### src/rtl/spi_reg_slave.sv
// spi_reg_slave: decodes SPI command/data frames into single-cycle register bus strobes.
// Define SPI_REG_AUTOINC_EN for burst frames with an auto-incrementing address.
module spi_reg_slave #(
    parameter int ADDR_W = 7,
    parameter int DATA_W = 16
) (
    input  logic              clk,
    input  logic              nrst,
    input  logic              spi_reset,
    input  logic              spi_read,
    input  logic              spi_write,
    input  logic              spi_busy,
    input  logic              mosi,
    output logic              miso,
    output logic              miso_oe,
    output logic [ADDR_W-1:0] reg_addr,
    output logic [DATA_W-1:0] reg_wdata,
    output logic              reg_we,
    output logic              reg_re,
    input  logic [DATA_W-1:0] reg_rdata,
    output logic              frame_err
);
    localparam int CMD_W = ADDR_W + 1;
    localparam int MAX_W = (CMD_W > DATA_W) ? CMD_W : DATA_W;
    localparam int CNT_W = $clog2(MAX_W + 1);
    localparam logic [CNT_W-1:0] CMD_LAST  = CNT_W'(CMD_W - 1);
    localparam logic [CNT_W-1:0] DATA_LAST = CNT_W'(DATA_W - 1);

    typedef enum logic [1:0] {IDLE, CMD, DATA, DONE} state_t;

    state_t            state;
    logic [CNT_W-1:0]  bit_cnt;
    logic [ADDR_W-1:0] cmd_shift;
    logic [DATA_W-2:0] rx_shift;
    logic [DATA_W-1:0] tx_shift;
    logic              is_read;
    logic              tx_load;
    logic [ADDR_W:0]   cmd_next;
    logic [DATA_W-1:0] rx_next;

    assign cmd_next = {cmd_shift, mosi};
    assign rx_next  = {rx_shift, mosi};

    // Priority: frame restart, then end-of-frame, then normal bit handling.
    always_ff @(posedge clk or negedge nrst) begin
        if (!nrst) begin
            state     <= IDLE;
            bit_cnt   <= '0;
            cmd_shift <= '0;
            rx_shift  <= '0;
            tx_shift  <= '0;
            is_read   <= 1'b0;
            tx_load   <= 1'b0;
            miso      <= 1'b0;
            miso_oe   <= 1'b0;
            reg_addr  <= '0;
            reg_wdata <= '0;
            reg_we    <= 1'b0;
            reg_re    <= 1'b0;
            frame_err <= 1'b0;
        end else begin
            miso_oe   <= spi_busy;
            reg_we    <= 1'b0;
            reg_re    <= 1'b0;
            frame_err <= 1'b0;
            tx_load   <= reg_re;
`ifdef SPI_REG_AUTOINC_EN
            // Write bursts advance the address only after the strobe has used it.
            if (reg_we) begin
                reg_addr <= reg_addr + ADDR_W'(1);
            end
`endif
            if (tx_load) begin
                tx_shift <= reg_rdata;
            end

            if (spi_reset) begin
                state     <= CMD;
                bit_cnt   <= '0;
                cmd_shift <= '0;
                rx_shift  <= '0;
                tx_shift  <= '0;
                is_read   <= 1'b0;
                tx_load   <= 1'b0;
                miso      <= 1'b0;
            end else if (state != IDLE && !spi_busy) begin
                state     <= IDLE;
                bit_cnt   <= '0;
                tx_load   <= 1'b0;
                miso      <= 1'b0;
                frame_err <= (bit_cnt != '0);
            end else begin
                case (state)
                    CMD: begin
                        if (spi_read) begin
                            if (bit_cnt == CMD_LAST) begin
                                reg_addr <= cmd_next[ADDR_W-1:0];
                                is_read  <= cmd_next[ADDR_W];
                                reg_re   <= cmd_next[ADDR_W];
                                bit_cnt  <= '0;
                                state    <= DATA;
                            end else begin
                                cmd_shift <= cmd_next[ADDR_W-1:0];
                                bit_cnt   <= bit_cnt + CNT_W'(1);
                            end
                        end
                    end
                    DATA: begin
                        if (spi_read) begin
                            rx_shift <= rx_next[DATA_W-2:0];
                            if (bit_cnt == DATA_LAST) begin
                                bit_cnt <= '0;
                                if (!is_read) begin
                                    reg_we    <= 1'b1;
                                    reg_wdata <= rx_next;
                                end
`ifdef SPI_REG_AUTOINC_EN
                                if (is_read) begin
                                    reg_addr <= reg_addr + ADDR_W'(1);
                                    reg_re   <= 1'b1;
                                end
`else
                                state <= DONE;
`endif
                            end else begin
                                bit_cnt <= bit_cnt + CNT_W'(1);
                            end
                        end else if (spi_write && is_read && !tx_load) begin
                            miso     <= tx_shift[DATA_W-1];
                            tx_shift <= {tx_shift[DATA_W-2:0], 1'b0};
                        end
                    end
                    default: ;
                endcase
            end
        end
    end
endmodule
### config.mk
export PLATFORM = sky130hd
export DESIGN_NAME = spi_reg_slave
export DESIGN_NICKNAME = d
export VERILOG_FILES = /design/src/rtl/spi_reg_slave.sv
export SDC_FILE = /design/constraint.sdc
export NUM_CORES = 1
export LEC_CHECK = 0
export ABC_AREA = 1
export BUFFER_PORTS_ARGS = -buffer_cell sky130_fd_sc_hd__buf_2
export CAP_MARGIN = 20
export CORE_MARGIN = 3
export CORE_UTILIZATION = 56
export DETAILED_ROUTE_END_ITERATION = 6
export HOLD_SLACK_MARGIN = 0.1
export PLACE_DENSITY = 0.86
export REMOVE_ABC_BUFFERS = 1
export SETUP_SLACK_MARGIN = 0.5
export SLEW_MARGIN = 10
export SYNTH_ARGS = -nofsm -noshare
export SYNTH_HDL_FRONTEND = slang
export SYNTH_SLANG_ARGS = --single-unit
### constraint.sdc
create_clock -name clk -period 4.3 [get_ports clk]
set_input_delay 0.215 -clock clk [delete_from_list [all_inputs] [get_ports clk]]
set_output_delay 0.215 -clock clk [all_outputs]
set_load 0.05 [all_outputs]
# [Word-level counts from Yosys, hierarchy flattened]
# Cells that the tools add are included.
[word_totals] ff_bits=75 latchBits=0 mem_bits_rw=0 rom_bits=0 inputBits=23 output_inout_bits=28 word_cells=105 mem_count=0
[classes] addsub=1 n_mul=0 div=0 magnitude_cmp=0 n_eq_ne=11 shift=0 mux=54 bitwise=3 n_reduce_logical=22
[op_table] operator="2-to-1 mux 16 bit" count=6
[op_table] operator="2-to-1 mux 15 bit" count=4
[op_table] operator="2-to-1 mux 7 bit" count=5
[op_table] operator="2-to-1 mux 5 bit" count=6
[op_table] operator="2-to-1 mux 1 bit" count=25
[op_table] operator="!= test 4 bit (second input constant)" count=4
[op_table] operator="2-to-1 mux 2 bit" count=6
[op_table] operator="one-hot mux 5 bit (2 select lines)" count=1
[op_table] operator="AND reduction 5 bit" count=2
[op_table] operator="nonzero test 2 bit" count=5
[op_table] operator="AND reduction 3 bit" count=3
[op_table] operator="AND reduction 4 bit" count=2
[op_table] operator="AND reduction 6 bit" count=1
[op_table] operator="nonzero test 3 bit" count=2
[op_table] operator="adder 5 x 1 -> 5 bit (second input constant)" count=1
[op_table] operator="equality test 5 x 3 -> 1 bit (second input constant)" count=1
[op_table] operator="equality test 5 x 4 -> 1 bit (second input constant)" count=1
[op_table] operator="nonzero test 5 bit" count=1
[op_table] operator="!= test 2 bit (second input constant)" count=2
[op_table] operator="one-hot mux 2 bit (2 select lines)" count=1
[op_table] operator="nonzero test 4 bit" count=1
[op_table] operator="logical AND 1 bit" count=3
[op_table] operator="!= test 3 x 2 -> 1 bit (second input constant)" count=1
[op_table] operator="inverter 1 bit" count=3
[op_table] operator="other kinds (3)" count=4

# [Longest topological paths before layout]
[depth] ltp_word=7 ltp_mapped=10 ltp_nobuf=10

# [Least setup slack after synthesis]
# No wires, ideal clock.
[synth_path] path_kind="register -> register" startpoint="register state[0]" endpoint="register reg_wdata[10]" t_arrival_ns=1.423 required_ns=4.217 path_slack_ns=2.794 path_stages_with_launch=11 path_buffers=1 synth_period_minus_slack_ns=1.506 path_cell_list="dfrtp_1 -> inv_1 -> ha_1 -> nor2_1 -> nor2_2 -> inv_2 -> nor2_1 -> nand2_1 -> buf_2 -> nand2_1 -> o21ai_0"
[synth_between] elab_chain_len=4
[synth_rtl] element="start: declaration" line_no="31" text="state_t state;"
[synth_rtl] element="start signal: assignment" line_no="47" text="state <= IDLE;"
[synth_rtl] element="start signal: assignment" line_no="78" text="state <= CMD;"
[synth_rtl] element="start signal: assignment" line_no="87" text="state <= IDLE;"
[synth_rtl] element="nonzero test 2 bit" line_no="86" text="end else if (state != IDLE && !spi_busy) begin"
[synth_rtl] element="logical AND 1 bit" line_no="86"
[synth_rtl] element="inverter 1 bit (no line)"
[synth_rtl] element="AND reduction 6 bit (no line) *"
[synth_rtl] element="end signal: assignment" line_no="115" text="reg_wdata <= rx_next;"
[synth_rtl] element="end: declaration" line_no="17" text="output logic [DATA_W-1:0] reg_wdata,"
# Mark *: on every way between the ends. The rest lies on a longest branch, timed or not.
# A chain may end at the register's enable or synchronous reset.

# [Final worst setup path]
[layout_path] startpoint="register tx_load" endpoint="register tx_shift[13]"
[layout_between] elab_chain_len=7
[layout_rtl] element="start: declaration" line_no="37" text="logic tx_load;"
[layout_rtl] element="start signal: assignment" line_no="66" text="tx_load <= reg_re;"
[layout_rtl] element="zero test 1 bit" line_no="128" text="end else if (spi_write && is_read && !tx_load) begin"
[layout_rtl] element="logical AND 1 bit" line_no="128"
[layout_rtl] element="2-to-1 mux 16 bit" line_no="128"
[layout_rtl] element="2-to-1 mux 16 bit" line_no="109" text="if (spi_read) begin"
[layout_rtl] element="2-to-1 mux 16 bit" line_no="93" text="case (state)"
[layout_rtl] element="2-to-1 mux 16 bit *" line_no="86"
[layout_rtl] element="2-to-1 mux 16 bit *" line_no="77" text="if (spi_reset) begin"
[layout_rtl] element="end signal: assignment" line_no="74" text="tx_shift <= reg_rdata;"
[layout_rtl] element="end signal: assignment" line_no="130" text="tx_shift <= {tx_shift[DATA_W-2:0], 1'b0};"
[layout_rtl] element="end: declaration" line_no="35" text="logic [DATA_W-1:0] tx_shift;"
# Marks and branches as above.

==> results by group <==
Clocking
  • Reg clk slew, reported paths: 0.08 ns
  • Clock sink total: 75
  • H-tree levels: 3
  • CTS Buf Count: 9
  • Clk_lat worst skew: 0.35 ns
  • Post-CTS Resized: 0
  • CTS root buf: clkbuf_8
  • Clk buf depth: 2
  • CTS tree: done
  • Hold-fix buffers, CTS: 2
  • Post-CTS setup buffers: 0

Synth
  • Syn Inst Count: 416
  • Synth Flop Type: dfrtp_1
  • YS warnings: 0
  • Distinct cells, synth: 25
  • Sequential share of the synthesized area: 55.3%
  • Synth Cell Area: 3390 sq um
  • Synthesized flop and latch total: 75
  • Async S/R FF share, synth: 100%
  • EDFF count, synth: 0
  • Synthesized area per cell: a little over 8 sq um

Critical path
  • Startpoint class of the critical path: register
  • Slowest Stage Delay on Critical Path: 0.79 ns
  • Crit. End Element: register
  • CP arrival: approximately 2.5 ns
  • FF-to-FF Start: tx_load$_DFF_PN0_
  • Required @ worst endpoint: 4.54 ns
  • Critical Path Fanout Max: 32
  • CP max stage cell: nor2_2
  • Register-to-Register Path Depth: 6
  • R2R setup slack: 2.02 ns
  • Critical path buffers and inverters: 0
  • RR Endpoint: tx_shift[13]$_DFF_PN0_
  • CP Class: reg -> reg
  • Cell chain of the critical path: nor2_1 -> nand4_1 -> nor2_2 -> nand2_1 -> nand2_1 -> nor2_1
  • CP delay by family, top: simple AND/OR/NAND/NOR gates

Global route
  • First-pass GRT wire length: 11.6 mm
  • GRT overflow: 0
  • Total GRT Usage: between 20% and 30%
  • Vias in the first global route: 2614
  • Antenna violations before repair: 0
  • Largest net degree at the start of global routing: 76

Cells and area
  • Fillers: 435
  • Design area: 3880 sq um
  • Layout cells sized above 1: 16.4%
  • Diodes inserted: 0
  • Final nets: 493
  • Final std cells w/o fill: around 540
  • Final core occ: 68.4%
  • Area grow syn2layout: 14.3%

Die
  • Die Wd: 83.8 um
  • Die Height: 83.8 um
  • Core ar.: 5680 sq um
  • Initial Util: between 50% and 60%
  • Die area: 7030 sq um
  • Placement Rows: 27
  • Top Ports: around 50

Min path
  • Min-Delay Startpoint: spi_reset
  • Worst Hold End: tx_load$_DFF_PN0_
  • Hold path depth: 2
  • Worst hold path type: in -> reg

STA
  • Fin crit share: 53.1%
  • Normalized max-slew margin: between 30% and 40%
  • Worst slew pin tran: 0.992 ns
  • Clock skew: 0.00958 ns
  • Endpoints failing hold: 0
  • Setup ws final: 2.02 ns
  • Final setup viols: 0
  • Fmax: 0.438 GHz
  • Final min period: ~2.3 ns
  • Slew Viols, Final: 0
  • Setup tns final: 0 ns
  • RSZ-0062 raised after global routing: no

Detailed routing
  • Met2 WL: between 3 and 4 mm
  • Vias per cell: 5.07
  • Final wirelength: a little under 7 mm
  • Via Count: 2744
  • Drt first-iter violations: 189
  • Top layer in use: met4
  • Wirelength per Cell: about 12 um
  • Post-route ant nets: 0
  • Post-Route M1 WL: slightly above 3 mm
  • DRC Markers: 0
  • Drt pass-1 iters: 4
  • DR WL met3: 332 um

Placed design
  • Place WS: 2.05 ns
  • Cell Area, Placed: 3660 sq um
  • Port bufs: 50
  • DPL Wire Length: 4.59 mm
  • GPL Wtd Cong: 0.881
  • Inst Count DP: approximately 520

Power and ir drop
  • Pleak: 1.95 nW
  • PwrDens: 422 nW/um^2
  • VDD IR-drop max: 0.000330 V

Job
  • Maxcap violations: 0

Run status
  • Status: completed
layout make-up:
cell class,instances,area [sq um],share of cell area [%]
multi-input combinational,270,1230,31.6
timing repair buffer,54,292,7.51
inverter,54,203,5.22
sequential,75,1880,48.4
clock inverter,6,63.8,1.64
clock buffer,10,128,3.29
tap,72,90.1,2.32
worst register-to-register path, stage by stage, from the launching register on:
cell	delay [ns]
dfrtp_1	0.70
nor2_1	0.24
nand4_1	0.17
nor2_2	0.79
nand2_1	0.13
nand2_1	0.10
nor2_1	0.04
synthesized netlist by cell type, types with 3 or more instances:
| cell | instances | area (sq um) |
|---|---|---|
| ha_1 | 6 | 75.1 |
| o21ai_1 | 9 | 45.0 |
| nor2_2 | 3 | 18.8 |
| clkbuf_1 | 4 | 15.0 |
| nand3_1 | 26 | 130 |
| nor2_1 | 42 | 158 |
| buf_2 | 7 | 35.0 |
| nand2_1 | 119 | 447 |
| dfrtp_1 | 75 | 1880 |
| a21oi_1 | 5 | 25.0 |
| inv_1 | 53 | 199 |
| o21ai_0 | 48 | 240 |
layer usage:
metal  vias to the layer above  GRT usage, %
li1                       1391             -
met1                      1265          27.6
met2                        70          31.2
met3                        18          3.95
met4                         0          11.7
met5                         -             0
sequential cells by signal, indices dropped and copies added, names as in the netlist:
signal     flops
cmd_shift      7
reg_addr       7
reg_wdata     16
reg_we         1
frame_err      1
is_read        1
bit_cnt        5
state          2
rx_shift      15
tx_shift      16
miso_oe        1
reg_re         1
tx_load        1
miso           1
metrics by stage:
stage	hold slack [ns]	total power (W)
6_report	0.133	0.00164
5_1_grt	0.141	0.00173
4_1_cts	0.119	0.00164
3_5_place_dp	0.361	0.00111
3_3_place_gp	0.361	0.00109
2_1_floorplan	-0.0806	0.00102
layout by cell type, fill, tap and decap left out, types with 2 or more instances in the layout:
cell and instances:
clkinv_2 2, dfrtp_1 75, nand2_1 119, nor2_2 4, inv_1 53, buf_4 2
ha_1 6, buf_2 49, a21oi_1 5, nor3_1 2, a21oi_2 2, nor2_1 41
o21ai_0 48, nand3_1 26, clkbuf_8 9, nand2_2 2, dlygate4sd3_1 2, clkinvlp_4 2
o21ai_1 9, nand4_1 2
how the worst max path moves through the flow:
stage                                 start                      to  slack (ns)  depth (start not counted)
after floorplan           tx_load$_DFF_PN0_  tx_shift[10]$_DFF_PN0_        2.10                          6
after CTS                 tx_load$_DFF_PN0_   tx_shift[2]$_DFF_PN0_        2.02                          6
after global placement    tx_load$_DFF_PN0_   tx_shift[1]$_DFF_PN0_        2.16                          6
after detailed placement  tx_load$_DFF_PN0_   tx_shift[9]$_DFF_PN0_        2.05                          6
after global routing      tx_load$_DFF_PN0_   tx_shift[4]$_DFF_PN0_        1.74                          6
final                     tx_load$_DFF_PN0_  tx_shift[13]$_DFF_PN0_        2.02                          6
kinds of logic after synthesis:
logic type | after synthesis | synth area share, %
AO/OA/AOI/OAI | 65 | 9.85
XOR/XNOR | 1 | 0.258
adder cells (fa/ha/maj) | 6 | 2.21
buffers and inverters | 71 | 8.59
flip-flops | 75 | 55.3
multiplexers | 1 | 0.332
AND/OR/NAND/NOR | 197 | 23.5
where the power goes:
part	leakage (nW)	total, W	switching (W)	internal (W)
sequential	1.03	0.000796	0.0000387	0.000757
clock	0.0927	0.000533	0.000265	0.000268
combinational	0.830	0.000308	0.000217	0.0000912
(Power assumes the default switching activity.)
